**src/rtl/vga_pkg.sv**
```systemverilog
// vga_pkg: framebuffer geometry and arbiter state type shared by the VRAM arbiter
package vga_pkg;
  localparam int FB_W = 160;
  localparam int FB_H = 120;
  localparam int FB_DEPTH = 19200;
  localparam int FB_ADDR_W = 15;
  typedef enum logic {IDLE, CLEAR} arb_state_t;
endpackage

```
**src/rtl/fb_addr.sv**
```systemverilog
// fb_addr: framebuffer linear address y*160+x built from shifts and adds
module fb_addr
  import vga_pkg::*;
(
  input  logic [7:0]           i_x,
  input  logic [6:0]           i_y,
  output logic [FB_ADDR_W-1:0] o_addr
);
  logic [FB_ADDR_W-1:0] w_y;
  assign w_y = {8'd0, i_y};
  assign o_addr = (w_y << 7) + (w_y << 5) + {7'd0, i_x};
endmodule

```
**src/rtl/vram_arbiter.sv**
```systemverilog
// vram_arbiter: shares one frame memory port between display reads, draw writes and a fill engine
module vram_arbiter
  import vga_pkg::*;
#(
  parameter int PIX_W = 8,
  parameter int SCALE_SHIFT = 2
) (
  input  logic                 clock,
  input  logic                 reset,
  input  logic                 pix_en,
  input  logic [9:0]           xcoord,
  input  logic [9:0]           ycoord,
  input  logic                 nocolor,
  input  logic                 wr_valid,
  output logic                 wr_ready,
  input  logic [7:0]           wr_x,
  input  logic [6:0]           wr_y,
  input  logic [PIX_W-1:0]     wr_data,
  input  logic                 clear_req,
  input  logic [PIX_W-1:0]     clear_color,
  output logic                 clear_busy,
  output logic                 clear_done,
  output logic                 wr_drop,
  output logic [FB_ADDR_W-1:0] mem_addr,
  output logic                 mem_we,
  output logic [PIX_W-1:0]     mem_wdata,
  input  logic [PIX_W-1:0]     mem_rdata,
  output logic [PIX_W-1:0]     pixel,
  output logic                 pixel_valid
);
  arb_state_t           r_state;
  logic [FB_ADDR_W-1:0] r_fill, w_daddr, w_waddr;
  logic [PIX_W-1:0]     r_color, r_pixel;
  logic                 r_slot, r_done, r_drop;
  logic                 w_disp, w_clr, w_in, w_xfer, w_last;

  fb_addr u_disp_addr (
    .i_x   (8'(xcoord >> SCALE_SHIFT)),
    .i_y   (7'(ycoord >> SCALE_SHIFT)),
    .o_addr(w_daddr)
  );

  fb_addr u_wr_addr (
    .i_x   (wr_x),
    .i_y   (wr_y),
    .o_addr(w_waddr)
  );

  assign w_disp = pix_en && !nocolor;
  assign w_clr = r_state == CLEAR;
  assign w_in = wr_x < 8'(FB_W) && wr_y < 7'(FB_H);
  assign w_last = r_fill == 15'(FB_DEPTH - 1);
  assign wr_ready = !w_clr && !w_disp && !reset;
  assign w_xfer = wr_valid && wr_ready;
  assign mem_addr = w_disp ? w_daddr : w_clr ? r_fill : w_waddr;
  assign mem_we = !reset && !w_disp && (w_clr || (w_xfer && w_in));
  assign mem_wdata = w_clr ? r_color : wr_data;
  assign clear_busy = w_clr;
  assign clear_done = r_done;
  assign wr_drop = r_drop;
  assign pixel_valid = r_slot;
  // read data lands one cycle after the slot; otherwise hold the last pixel, zeroed in blanking
  assign pixel = r_slot ? mem_rdata : r_pixel;

  always_ff @(posedge clock) begin
    if (reset) begin
      r_state <= IDLE;
      r_fill  <= '0;
      r_color <= '0;
      r_pixel <= '0;
      r_slot  <= 1'b0;
      r_done  <= 1'b0;
      r_drop  <= 1'b0;
    end else begin
      r_slot  <= w_disp;
      r_pixel <= nocolor ? '0 : pixel;
      r_done  <= w_clr && !w_disp && w_last;
      if (w_xfer && !w_in) r_drop <= 1'b1;
      if (!w_clr && clear_req) begin
        r_state <= CLEAR;
        r_fill  <= '0;
        r_color <= clear_color;
      end else if (w_clr && !w_disp) begin
        r_fill  <= w_last ? '0 : r_fill + 15'd1;
        r_state <= w_last ? IDLE : CLEAR;
      end
    end
  end
endmodule

```
**config.mk**
```make
export PLATFORM = sky130hd
export DESIGN_NAME = vram_arbiter
export DESIGN_NICKNAME = d
export VERILOG_FILES = /design/src/rtl/vga_pkg.sv /design/src/rtl/fb_addr.sv /design/src/rtl/vram_arbiter.sv
export SDC_FILE = /design/constraint.sdc
export NUM_CORES = 1
export LEC_CHECK = 0
export CELL_PAD_IN_SITES_DETAIL_PLACEMENT = 1
export CELL_PAD_IN_SITES_GLOBAL_PLACEMENT = 2
export CORE_MARGIN = 2
export CORE_UTILIZATION = 32
export CTS_CLUSTER_DIAMETER = 200
export DETAILED_ROUTE_END_ITERATION = 8
export DONT_BUFFER_PORTS = 1
export MAX_ROUTING_LAYER = met4
export PLACE_DENSITY_LB_ADDON = 0.1
export SLEW_MARGIN = 20
export SYNTH_ARGS = -nofsm -noshare
export SYNTH_HDL_FRONTEND = slang
export SYNTH_HIERARCHICAL = 1
export SYNTH_SLANG_ARGS = --single-unit
export TNS_END_PERCENT = 10
```
**constraint.sdc**
```tcl
create_clock -name clock -period 3 [get_ports clock]
set_clock_uncertainty 0.1 [all_clocks]
set_input_delay 0.6 -clock clock [delete_from_list [all_inputs] [get_ports clock]]
set_output_delay 0.6 -clock clock [all_outputs]
set_load 0.02 [all_outputs]
```
Yosys cells after proc, flatten, opt, wreduce, memory -nomap -nowiden
Index checks and enable logic that the tools add are counted.
- add/sub/neg operators: 5
- $lt $le $gt $ge: 2
- equality and inequality tests: 1
- multiplexer cells: 8
- reductions and logical operators: 21
- operator list (kind ; count):
    two-way mux 15 bit ; 3
    adder 14 x 12 -> 15 bit ; 2
    adder 15 x 8 -> 15 bit ; 2
    two-way mux 8 bit ; 2
    adder 15 x 1 -> 15 bit, second input constant ; 1
    == test 15 bit, second input constant ; 1
    logical AND 1 bit ; 12
    < comparator 8 bit, second input constant ; 1
    < comparator 7 bit, second input constant ; 1
    logical NOT 1 bit ; 5
    OR reduction 2 bit ; 2
    two-way mux 1 bit ; 3
    nonzero test 2 bit ; 1
    logical OR 1 bit ; 1
- bits in registers: 35
- bits of input ports: 65
- word-level logic and storage cells: 44

Logic depth before layout (Yosys ltp)
Gate-level depths: netlist (run 1).
- depth after elaboration: 9
- depth in mapped cells: 10
- mapped depth without buffers: 10

Modules after synthesis
The synthesis (run 1) kept the hierarchy.
- by module, submodules not included (module ; times used ; cells each ; area each (um^2)):
    vram_arbiter ; 1 ; 233 ; 1934.4
    fb_addr (u_disp_addr) ; 1 ; 49 ; 419.2
    fb_addr (u_wr_addr) ; 1 ; 49 ; 414.1

Least setup slack after synthesis (run 1)
OpenSTA, ideal clock, no wires.
- kind: input to output
- from: input port wr_x[7]
- to: output port mem_addr[12]
- arrival time: 2.696 ns
- slack: -0.396 ns
- stages: 10
- path buffers: 0
- cell sequence: inv_1 fa_1 inv_1 fa_1 a21o_1 nand3_1 a31oi_1 a21oi_1 mux2i_1 o21ai_0
- word-level cells in the longest chain between the ends: 3
- ends and longest elaborated chain (item ; line ; text):
    from (decl) ; vram_arbiter.sv:16 ; input logic [7:0] wr_x,
    adder 15 x 8 -> 15 bit ; fb_addr.sv:11 ; assign o_addr = (w_y << 7) + (w_y << 5) + {7'd0, i_x};
    net w_waddr[12] ; vram_arbiter.sv:32 ; logic [FB_ADDR_W-1:0] r_fill, w_daddr, w_waddr;
    two-way mux 15 bit (2 in a row) ; vram_arbiter.sv:55 ; assign mem_addr = w_disp ? w_daddr : w_clr ? r_fill : w_waddr;
    to (decl) ; vram_arbiter.sv:24 ; output logic [FB_ADDR_W-1:0] mem_addr,
The timed path passes the listed nets, and every way through them passes these cells.

Final worst setup path (run 1)
- from: input port wr_y[0]
- to: output port mem_addr[10]
- word-level cells in the longest chain between the ends: 4
- ends and longest elaborated chain (item ; line ; text):
    from (decl) ; vram_arbiter.sv:17 ; input logic [6:0] wr_y,
    adder 14 x 12 -> 15 bit ; fb_addr.sv:11 ;
    adder 15 x 8 -> 15 bit ; fb_addr.sv:11 ;
    net w_waddr[10] ; vram_arbiter.sv:32 ;
    two-way mux 15 bit (2 in a row) ; vram_arbiter.sv:55 ;
The timed path passes the listed nets, and every way through them passes these cells.

==> results of run 1 <==
## per-stage QoR
step	std cells	power (mW)	hold WS (ns)	area, sq um
after CTS	433	1.27	0.261	2990
final	433	1.25	0.273	3030
after global placement	425	0.899	0.335	2870
after floorplan	331	0.816	0.333	2790
after detailed placement	425	0.901	0.344	2870
after global routing	433	1.34	0.254	3030
## critical path, cell delays in order
cell	delay [ns]
inv_8	0.01
fa_1	0.54
inv_2	0.06
fa_2	0.35
a21o_1	0.18
a21oi_1	0.17
xnor2_1	0.13
mux2i_1	0.14
o21ai_2	0.29
## synthesized netlist by cell type, drive strengths merged (2+ instances only)
| library cell | n |
|---|---|
| a21o | 4 |
| mux2i | 16 |
| a21bo | 2 |
| and4 | 2 |
| nor2b | 10 |
| a32oi | 2 |
| or2b | 2 |
| a31oi | 5 |
| and3 | 3 |
| a21oi | 23 |
| nor3 | 6 |
| clkbuf | 10 |
| nand3 | 6 |
| xor2 | 11 |
| o21ai | 26 |
| o211a | 2 |
| nand2 | 45 |
| inv | 15 |
| fa | 4 |
| xnor2 | 6 |
| nand4 | 8 |
| dfxtp | 35 |
| mux2 | 16 |
| or3 | 4 |
| ha | 27 |
| buf | 15 |
| o21a | 2 |
| nor2 | 16 |
## power by group through the flow
stage	logic, mW	clock network [mW]	registers [mW]
after global placement	0.399	0	0.500
after floorplan	0.323	0	0.492
final	0.414	0.342	0.489
after CTS	0.411	0.366	0.489
after global routing	0.458	0.387	0.492
after detailed placement	0.400	0	0.500
## final timing paths
kind	slack (ns)	startpoint	to	cells after the start
max	-0.18	wr_y[0]	mem_addr[10]	9
min reg2reg	0.35	r_color[0]	r_color[0]	2
min	0.27	reset	r_color[3]	1
max reg2reg	0.92	clear_busy	r_fill[14]	4
## state kept, by name, indices dropped and copies added, names as in the netlist
| register | count |
|---|---|
| clear_busy | 1 |
| clear_done | 1 |
| pixel_valid | 1 |
| r_color | 8 |
| r_fill | 15 |
| r_pixel | 8 |
| wr_drop | 1 |
## cells in the final DEF, fill, tap and decap left out, types with 2 or more instances in the layout
cell type   count
xor2_1         11
a21bo_2         2
and4_1          2
nand3_2         2
nand4_1         7
a21oi_2         2
clkbuf_8        5
mux2_2         16
or3_1           4
o21ai_1         2
nand2_1        45
o21a_1          2
nor3_1          6
mux2i_1        15
fa_1            2
buf_4          14
ha_1           26
a21oi_1        21
a21o_1          3
fa_2            2
and3_2          2
o21ai_2         7
inv_1          12
nor2_1         16
dfxtp_1        34
xnor2_1         6
o211a_1         2
inv_8           2
a32oi_1         2
clkinvlp_4      2
o21ai_0        16
a31oi_1         4
nor2b_1         9
nand3_1         4
## routing by layer
layer | up-vias | GRT usage | routed length [um] | part of all wire
li1 | 1137 | - | - | -
met1 | 995 | 0.203 | 3320 | 0.48
met4 | 0 | 0.0347 | 74 | 0.011
met3 | 6 | 0.0325 | 256 | 0.037
met5 | - | - | 0 | 0
met2 | 44 | 0.222 | 3210 | 0.47
## cell type report
cell class / instances / area (sq um)
Clock buffer: 5 / 68.8
Fill cell: 989 / 5270
Tap cell: 105 / 131
Sequential cell: 35 / 702
Clock inverter: 3 / 20.0
Multi-Input combinational cell: 256 / 1930
Timing Repair Buffer: 14 / 105
Inverter: 15 / 71.3
## logic make-up after synthesis
logic type	share of synthesized area
adders and majority gates	0.151
DFF	0.253
AOI/OAI and AO/OA	0.140
muxes	0.123
buffers and inverters	0.0778
xor gates and xnor gates	0.0538
and+or+nand+nor	0.201
## repair_timing
| action | in CTS | in global routing |
|---|---|---|
| pin swaps | 9 | 9 |
| resized for setup | 10 | 10 |
| endpoints found under the setup margin | 7 | 7 |
==> metrics, run 1 <==
combinational power share 0.333; clock network fraction of design power 0.275; peak supply drop approximately 190 uV; maximum net fanout on the critical path 2; static leakage about 1.2 nW; die height approximately 97 um; number of flops mapped to enable cells by yosys 0; time the worst path needs with I/O delays and setup roughly 3.2 ns; number of nets with antenna violations after routing 0; Antenna diodes 0; detailed-route wire length per cell 15.9 um; Via density 5.04; fraction of final layout cells with drive strength greater than 1 0.213; worst skew pair latency approximately 0.28 ns; via total after detailed routing ~2200; setup repair after global routing missed its margin true; first-pass GRT wire length 11100 um; Total Negative Setup Slacks -0.727 ns; detailed-placement wirelength estimate between 5000 and 6000 um; remaining global-route overflow 0; maximum clock rate about 310 MHz; number of I/O port buffers 0; worst path required time approximately 2.3 ns; clock tree from TritonCTS yes; post-synthesis instance area between 2000 and 3000 sq um; Routed WL slightly below 7000 um; Final period util 1.06; post-synthesis area per instance roughly 8.4 sq um; Rel. slew slack 0.517; clock slew at reported path FFs 0.07 ns; maximum number of pins on one net before global-route repair 35; max-slew violation total from the final report 0; type of the tightest min-delay check input pin to flop; Root Buffer clkbuf_8; Async SR Flop Fraction 0; maximum count of clock buffers along a single path 2; antenna violations before repair 0; final setup violation count 6; top-area cell type share of the netlist area 0.253; violated checks setup timing; detailed router's first-iteration violation count 41; total routing usage reported by global routing 0.148; CTS Hold Bufs 0; post-synth top area cell dfxtp_1; total setup buffers inserted after CTS 0; first drt pass iteration count 4; number of synthesis warnings 6; Setup crit end kind primary output; kind of start point of the critical path input pin; vias in the first global route around 2200; FF+latch count, synth 35; Final Hold Vio Count 0; Worst EP arrival 2.48 ns; area of the core region around 8300 sq um; TritonCTS sink count 35; number of buffers created by CTS 5; net switching power 0.438 mW; P&R area growth vs syn 9.40%; last weighted congestion value of the routability-driven placer ~0.77; Final Worst Setup Slack -0.178 ns; max_cap viols 0; power density over the cells around 410 nW/um^2; Post-layout nets around 420; Sw Ratio 0.351; Die Width between 90 and 100 um; number of ports placed on the die boundary approximately 100; leading cell types by total area after synthesis dfxtp_1 25%, ha_1 12%, mux2_2 6.5%; post-synthesis cell type count 45; initial standard-cell utilization of the core 0.333; maximum level of the CTS H-tree 2; critical setup path kind input pin to primary output; sequential cell area fraction in the yosys report 0.253; Worst-Margin Slew slightly above 0.7 ns; Die Footprint around 9400 sq um; outcome finished with violations; post-synth net total 427; sequential fraction of design power 0.393; post-route DRC violation count 0; # rows 33; Int Pwr a little over 0.8 mW; pre-CTS WS -0.287 ns; final design utilization 0.365; most frequently used flop master after synthesis dfxtp_1; number of cells produced by synthesis around 330
(Power assumes the default switching activity.)
==> run 2: changes to the inputs <==
--- a/config.mk
+++ b/config.mk
@@ -7,7 +7,7 @@
 export LEC_CHECK = 0
 export CELL_PAD_IN_SITES_DETAIL_PLACEMENT = 1
 export CELL_PAD_IN_SITES_GLOBAL_PLACEMENT = 2
-export CORE_MARGIN = 2
+export CORE_MARGIN = 4
 export CORE_UTILIZATION = 32
 export CTS_CLUSTER_DIAMETER = 200
 export DETAILED_ROUTE_END_ITERATION = 8
==> metrics, run 2 (synthesized netlist as in run 1, its figures left out) <==
Post-layout nets 423 (unchanged); violated checks setup timing; sequence of cells on the critical path inv_8 > fa_1 > inv_2 > fa_2 > a21o_1 > nand3_1 > a31oi_2 > a21oi_2 > mux2i_2 > o21ai_2; Root Buffer clkbuf_8; clock tree from TritonCTS yes; first-pass GRT wire length 11300 um (+1.3%); Final period util 1.07 (+0.0101); Antenna diodes 0 (unchanged); cell family contributing the most delay on the critical path adder cells; time the worst path needs with I/O delays and setup 3.21 ns (+0.0304 ns); antenna violations before repair 0 (unchanged); largest registers r_fill x15, r_color x8, r_pixel x8; number of I/O port buffers 0 (unchanged); fraction of final layout cells with drive strength greater than 1 0.210 (-0.00305); vias in the first global route 2226 (+1.0%); total routing usage reported by global routing 0.143 (-0.00509); detailed-placement wirelength estimate 5630 um (+2.5%); Die Width 101 um (+4.1%); worst skew pair latency 0.29 ns (about the same); worst hold margin 0.269 ns (-0.00344 ns); static leakage 1.25 nW (+1.4%); first drt pass iteration count 3 (-1); final setup violation count 7 (+1); Setup crit end kind primary output; maximum level of the CTS H-tree 2 (unchanged); post-route DRC violation count 0 (unchanged); P&R area growth vs syn 9.81%; maximum clock rate 312 MHz (-0.95%); number of cells on the worst hold path 1 (unchanged); Multi-input gate area 1910 sq um (-0.91%); critical setup path kind input pin to primary output; Rel. slew slack 0.512 (-0.00490); number of buffers created by CTS 5 (unchanged); commonest non-fill, non-tap cell in the layout nand2_1; remaining global-route overflow 0 (unchanged); TritonCTS sink count 35 (unchanged); max-slew violation total from the final report 0 (unchanged); outcome finished with violations; maximum net fanout on the critical path 2 (unchanged); Worst-Margin Slew 0.726 ns (+0.00934 ns); initial standard-cell utilization of the core 0.333 (unchanged); delay of the slowest cell on the worst path 0.53 ns (about the same); number of ports placed on the die boundary 102 (unchanged); area of the core region 8300 sq um (unchanged); via total after detailed routing 2205 (+1.1%); depth of the worst register-to-register path 4 (unchanged); number of nets with antenna violations after routing 0 (unchanged); final design utilization 0.366 (+0.00136); Die Footprint 10200 sq um (+8.4%); setup repair after global routing missed its margin true; maximum number of pins on one net before global-route repair 21 (-40%); Via density 5.09 (+1.1%); clock slew at reported path FFs 0.08 ns (about the same); maximum count of clock buffers along a single path 2 (unchanged); Final Worst Setup Slack -0.208 ns (-0.0304 ns); flip-flop count of the largest register after layout 15 (unchanged); worst path required time 2.30 ns (about the same); pre-CTS WS -0.308 ns (-0.0212 ns); path length in cells of the critical path 10 (+1); largest register by flop count r_fill; die height 101 um (+4.1%); commonest non-fill, non-tap cells in the layout 45 x nand2_1, 34 x dfxtp_1, 26 x ha_1, 21 x a21oi_1; CTS Hold Bufs 0 (unchanged); max_cap viols 0 (unchanged); Final Hold Vio Count 0 (unchanged); power density over the cells 444 nW/um^2 (+8.0%); kind of start point of the critical path input pin; Fill cells 1001 (+1.2%); slowest cell on the critical path fa_1; detailed router's first-iteration violation count 28 (-32%); type of the tightest min-delay check input pin to flop; Routed WL 7070 um (+2.9%); sequential standard cell area 702 sq um (unchanged); peak supply drop 186 uV (+0.43%); # rows 33 (unchanged); last weighted congestion value of the routability-driven placer 0.737 (-3.7%); slack of the worst reg-to-reg path 0.77 ns (-0.15 ns); detailed-route wire length per cell 16.3 um (+2.9%); Worst EP arrival 2.51 ns (+0.03 ns); Overall Power 1.35 mW (+8.4%); number of buffers and inverters on the critical path 2 (unchanged); total setup buffers inserted after CTS 0 (unchanged)
[run 2: changes by cell type in the layout (fill, tap and decap cells not counted)]
| cell | before | now |
|---|---|---|
| bufinv_16 | 0 | 1 |
| clkbuf_8 | 5 | 6 |
| o21ai_2 | 7 | 8 |
| clkinvlp_4 | 2 | 0 |
| o21ai_4 | 1 | 0 |
| inv_2 | 1 | 2 |
| nand3_2 | 2 | 0 |
| inv_1 | 12 | 11 |
| nand3_1 | 4 | 6 |
[run 2: routing by layer]
| layer | wire, um | share of wire | track usage |
|---|---|---|---|
| met2 | 3330 | 0.47 | 0.226 |
| met3 | 326 | 0.046 | 0.0298 |
| met5 | 0 | 0 | - |
| met4 | 58 | 0.0082 | 0.0337 |
| met1 | 3350 | 0.47 | 0.187 |
[run 2: final timing paths]
| check | endpoint | start |
|---|---|---|
| hold reg to reg | r_color[4] | r_color[4] |
| setup reg to reg | r_fill[14] | clear_busy |
| setup / recovery | mem_addr[12] | wr_x[7] |
| hold / removal | r_color[6] | reset |
[run 2: final cells by class]
cell class                      count  area share
Multi-Input combinational cell    256       0.629
Sequential cell                    35       0.231
Tap cell                          105      0.0432
Timing Repair Buffer               14      0.0346
Clock buffer                        6      0.0272
Inverter                           15      0.0235
Clock inverter                      2      0.0115
[run 2: power breakdown]
part | total [mW] | internal [mW] | switching (mW)
Sequential | 0.492 | 0.475 | 0.0167
Combinational | 0.409 | 0.169 | 0.239
Clock | 0.449 | 0.269 | 0.180
[run 2: repair_timing]
action / CTS / global route
gates resized for setup: 8 / 10
pin swaps: 9 / 9
setup endpoints to repair: 7 / 7
[run 2: stage by stage]
stage	setup TNS, ns	instances	instance area [sq um]
after floorplan	-0.301	331	2790
after global placement	-1.50	425	2870
after detailed placement	-1.47	425	2870
after CTS	-1.11	433	3010
after global routing	-1.69	433	3040
final	-0.957	433	3040
==> run 3: changes to the inputs <==
--- a/config.mk
+++ b/config.mk
@@ -5,15 +5,16 @@
 export SDC_FILE = /design/constraint.sdc
 export NUM_CORES = 1
 export LEC_CHECK = 0
+export ABC_AREA = 1
 export CELL_PAD_IN_SITES_DETAIL_PLACEMENT = 1
 export CELL_PAD_IN_SITES_GLOBAL_PLACEMENT = 2
 export CORE_MARGIN = 4
-export CORE_UTILIZATION = 32
+export CORE_UTILIZATION = 30
 export CTS_CLUSTER_DIAMETER = 200
 export DETAILED_ROUTE_END_ITERATION = 8
 export DONT_BUFFER_PORTS = 1
-export MAX_ROUTING_LAYER = met4
 export PLACE_DENSITY_LB_ADDON = 0.1
+export SETUP_SLACK_MARGIN = 0.02
 export SLEW_MARGIN = 20
 export SYNTH_ARGS = -nofsm -noshare
 export SYNTH_HDL_FRONTEND = slang
==> metrics, run 3 <==
maximum clock rate 334 MHz (+7.2%); number of nets with antenna violations after routing 0 (unchanged); commonest non-fill, non-tap cells in the layout 162 x nand2_1, 51 x nor2_1, 43 x inv_1, 35 x dfxtp_1, 26 x ha_1; final instance area 3240 sq um (+6.8%); via total after detailed routing 2765 (+25%); Setup crit end kind primary output; combinational power share 0.323 (+0.020); post-synth net total 556 (+30%); sequential fraction of design power 0.356 (-0.008); leading cell types by total area after synthesis dfxtp_1 24%, nand2_1 21%, ha_1 11%; vias in the first global route 2845 (+28%); maximum number of pins on one net before global-route repair 18 (-14%); top-area cell type share of the netlist area 0.236 (-0.0171); first-pass GRT wire length 14400 um (+28%); peak supply drop 194 uV (+4.1%); most frequently used cell type in the post-synthesis netlist nand2_1; critical setup path kind input pin to primary output; Final Hold Vio Count 0 (unchanged); setup repair after global routing missed its margin true; worst skew pair latency 0.29 ns (about the same); power density over the cells 420 nW/um^2 (-5.4%); total routing usage reported by global routing 0.159 (+0.0158); fraction of final layout cells with drive strength greater than 1 0.131 (-0.0791); detailed-route wire length per cell 15.1 um (-7.4%); number of synthesis warnings 6 (unchanged); Die Footprint 11500 sq um (+13%); kind of start point of the critical path input pin; static leakage 1.57 nW (+26%); detailed router's first-iteration violation count 133 (+380%); outcome complete, no violations; slowest cell on the critical path fa_1; post-synthesis area per instance 6.45 sq um (-23%); Final period util 0.997 (-0.0720); TritonCTS sink count 35 (unchanged); Post-layout nets 552 (+30%); first drt pass iteration count 4 (+1); number of buffers created by CTS 5 (unchanged); Sw Ratio 0.357 (+0.0334); Routed WL 8920 um (+26%); sequence of cells on the critical path inv_8 > fa_1 > inv_2 > fa_2 > nand2_2 > nand2_2 > nand2_1 > xnor2_1 > nand2_1 > o211ai_1 > buf_4; last weighted congestion value of the routability-driven placer 0.777 (+5.4%); largest registers r_fill x15, r_color x8, r_pixel x8; post-route DRC violation count 0 (unchanged); Async SR Flop Fraction 0 (unchanged); Via density 4.69 (-8.0%); Worst-Margin Slew 0.548 ns (-0.178 ns); die height 107 um (+6.4%); maximum level of the CTS H-tree 2 (unchanged); number of I/O port buffers 0 (unchanged); initial standard-cell utilization of the core 0.306 (-0.0270); most frequently used flop master after synthesis dfxtp_1; time the worst path needs with I/O delays and setup 2.99 ns (-0.216 ns); area of the core region 9680 sq um (+17%); largest register by flop count r_fill; cell family contributing the most delay on the critical path adder cells; P&R area growth vs syn 9.32%; Die Width 107 um (+6.4%); Commonest cells post-synth 169 x nand2_1, 51 x nor2_1, 47 x inv_1; final setup violation count 0 (-7); total setup buffers inserted after CTS 0 (unchanged); maximum count of clock buffers along a single path 2 (unchanged); Post-DP Area 3060 sq um (+6.8%); worst hold margin 0.277 ns (+0.00737 ns); worst path required time 2.30 ns (about the same); sequential cell area fraction in the yosys report 0.236 (-0.0171); clock network fraction of design power 0.321 (-0.012); # rows 36 (+9.1%); number of cells produced by synthesis 460 (+39%); Int Pwr 0.877 mW (-4.0%); Worst EP arrival 2.29 ns (-0.22 ns); net switching power 0.486 mW (+11%); max_cap viols 0 (unchanged); post-synth top area cell dfxtp_1; Rel. slew slack 0.633 (+0.121); post-synthesis cell type count 32 (-29%); FF+latch count, synth 35 (unchanged); post-synthesis instance area 2970 sq um (+7.2%); CTS Hold Bufs 0 (unchanged); number of flops mapped to enable cells by yosys 0 (unchanged); clock slew at reported path FFs 0.07 ns (about the same); clock tree from TritonCTS yes; number of buffers and inverters on the critical path 3 (+1); antenna violations before repair 0 (unchanged); maximum net fanout on the critical path 2 (unchanged); delay of the slowest cell on the worst path 0.54 ns (about the same); number of ports placed on the die boundary 102 (unchanged); Antenna diodes 0 (unchanged); Root Buffer clkbuf_8; type of the tightest min-delay check input pin to flop; detailed-placement wirelength estimate 7450 um (+32%); flip-flop count of the largest register after layout 15 (unchanged); commonest non-fill, non-tap cell in the layout nand2_1; remaining global-route overflow 0 (unchanged); max-slew violation total from the final report 0 (unchanged)
run 3: routing by layer:
layer  global-route usage  vias to the layer above  share of wire
met4               0.0352                        0         0.0092
met3               0.0426                        8          0.065
li1                     -                     1424              -
met1                0.199                     1259           0.46
met5                    0                        -              0
met2                0.272                       74           0.46
run 3: worst register-to-register path, cell delays in order, from the launching register on:
cell	delay, ns
dfxtp_1	0.32
buf_4	0.20
nor2_2	0.36
nor2_1	0.12
inv_2	0.18
nor2_4	0.10
inv_2	0.08
nor2_1	0.04
run 3: power groups by stage:
stage	logic, mW	clock network [mW]	registers [mW]
finish	0.440	0.437	0.486
global route	0.499	0.476	0.488
CTS	0.450	0.460	0.486
detailed placement	0.429	0	0.497
global placement	0.425	0	0.496
floorplan	0.341	0	0.496
run 3: metrics by stage:
step | TNS, ns | setup WS (ns) | instances | util | power (mW)
floorplan | 0 | 0.0667 | 460 | - | 0.837
global placement | -0.353 | -0.0987 | 582 | 0.316 | 0.921
detailed placement | -0.449 | -0.113 | 582 | 0.316 | 0.926
CTS | -0.0172 | -0.0122 | 590 | 0.334 | 1.40
global route | -0.503 | -0.139 | 590 | 0.335 | 1.46
finish | 0 | 0.00756 | 590 | 0.335 | 1.36
run 3: worst paths after layout:
check / startpoint / endpoint / slack [ns] / cells after the start
max reg2reg: clear_busy / r_fill[3] / 1.37 / 7
min: reset / pixel_valid / 0.28 / 1
min reg2reg: r_pixel[0] / r_pixel[0] / 0.37 / 2
max: wr_y[2] / mem_addr[10] / 0.008 / 11
run 3: repair_timing:
item,in CTS,in global routing
gates resized for setup,17,3
hold endpoints to repair,0,0
setup endpoints to repair,5,6
pin swaps,19,1
run 3: layout make-up:
class / count / area, sq um
multi-input combinational: 355 / 2010
clock buffer: 5 / 68.8
sequential: 35 / 701
fill: 1251 / 6440
inverter: 52 / 203
timing repair buffer: 7 / 52.6
clock inverter: 3 / 43.8
tap: 133 / 166
run 3: cell families (layout without fill, tap and decap cells):
logic type	count (synthesis)	after routing	share of synthesized area
XOR/XNOR	12	12	0.0354
AO/OA/AOI/OAI	37	37	0.0763
buffers and inverters	70	67	0.109
adder cells (fa/ha/maj)	31	31	0.141
flip-flops	35	35	0.236
AND/OR/NAND/NOR	275	275	0.403
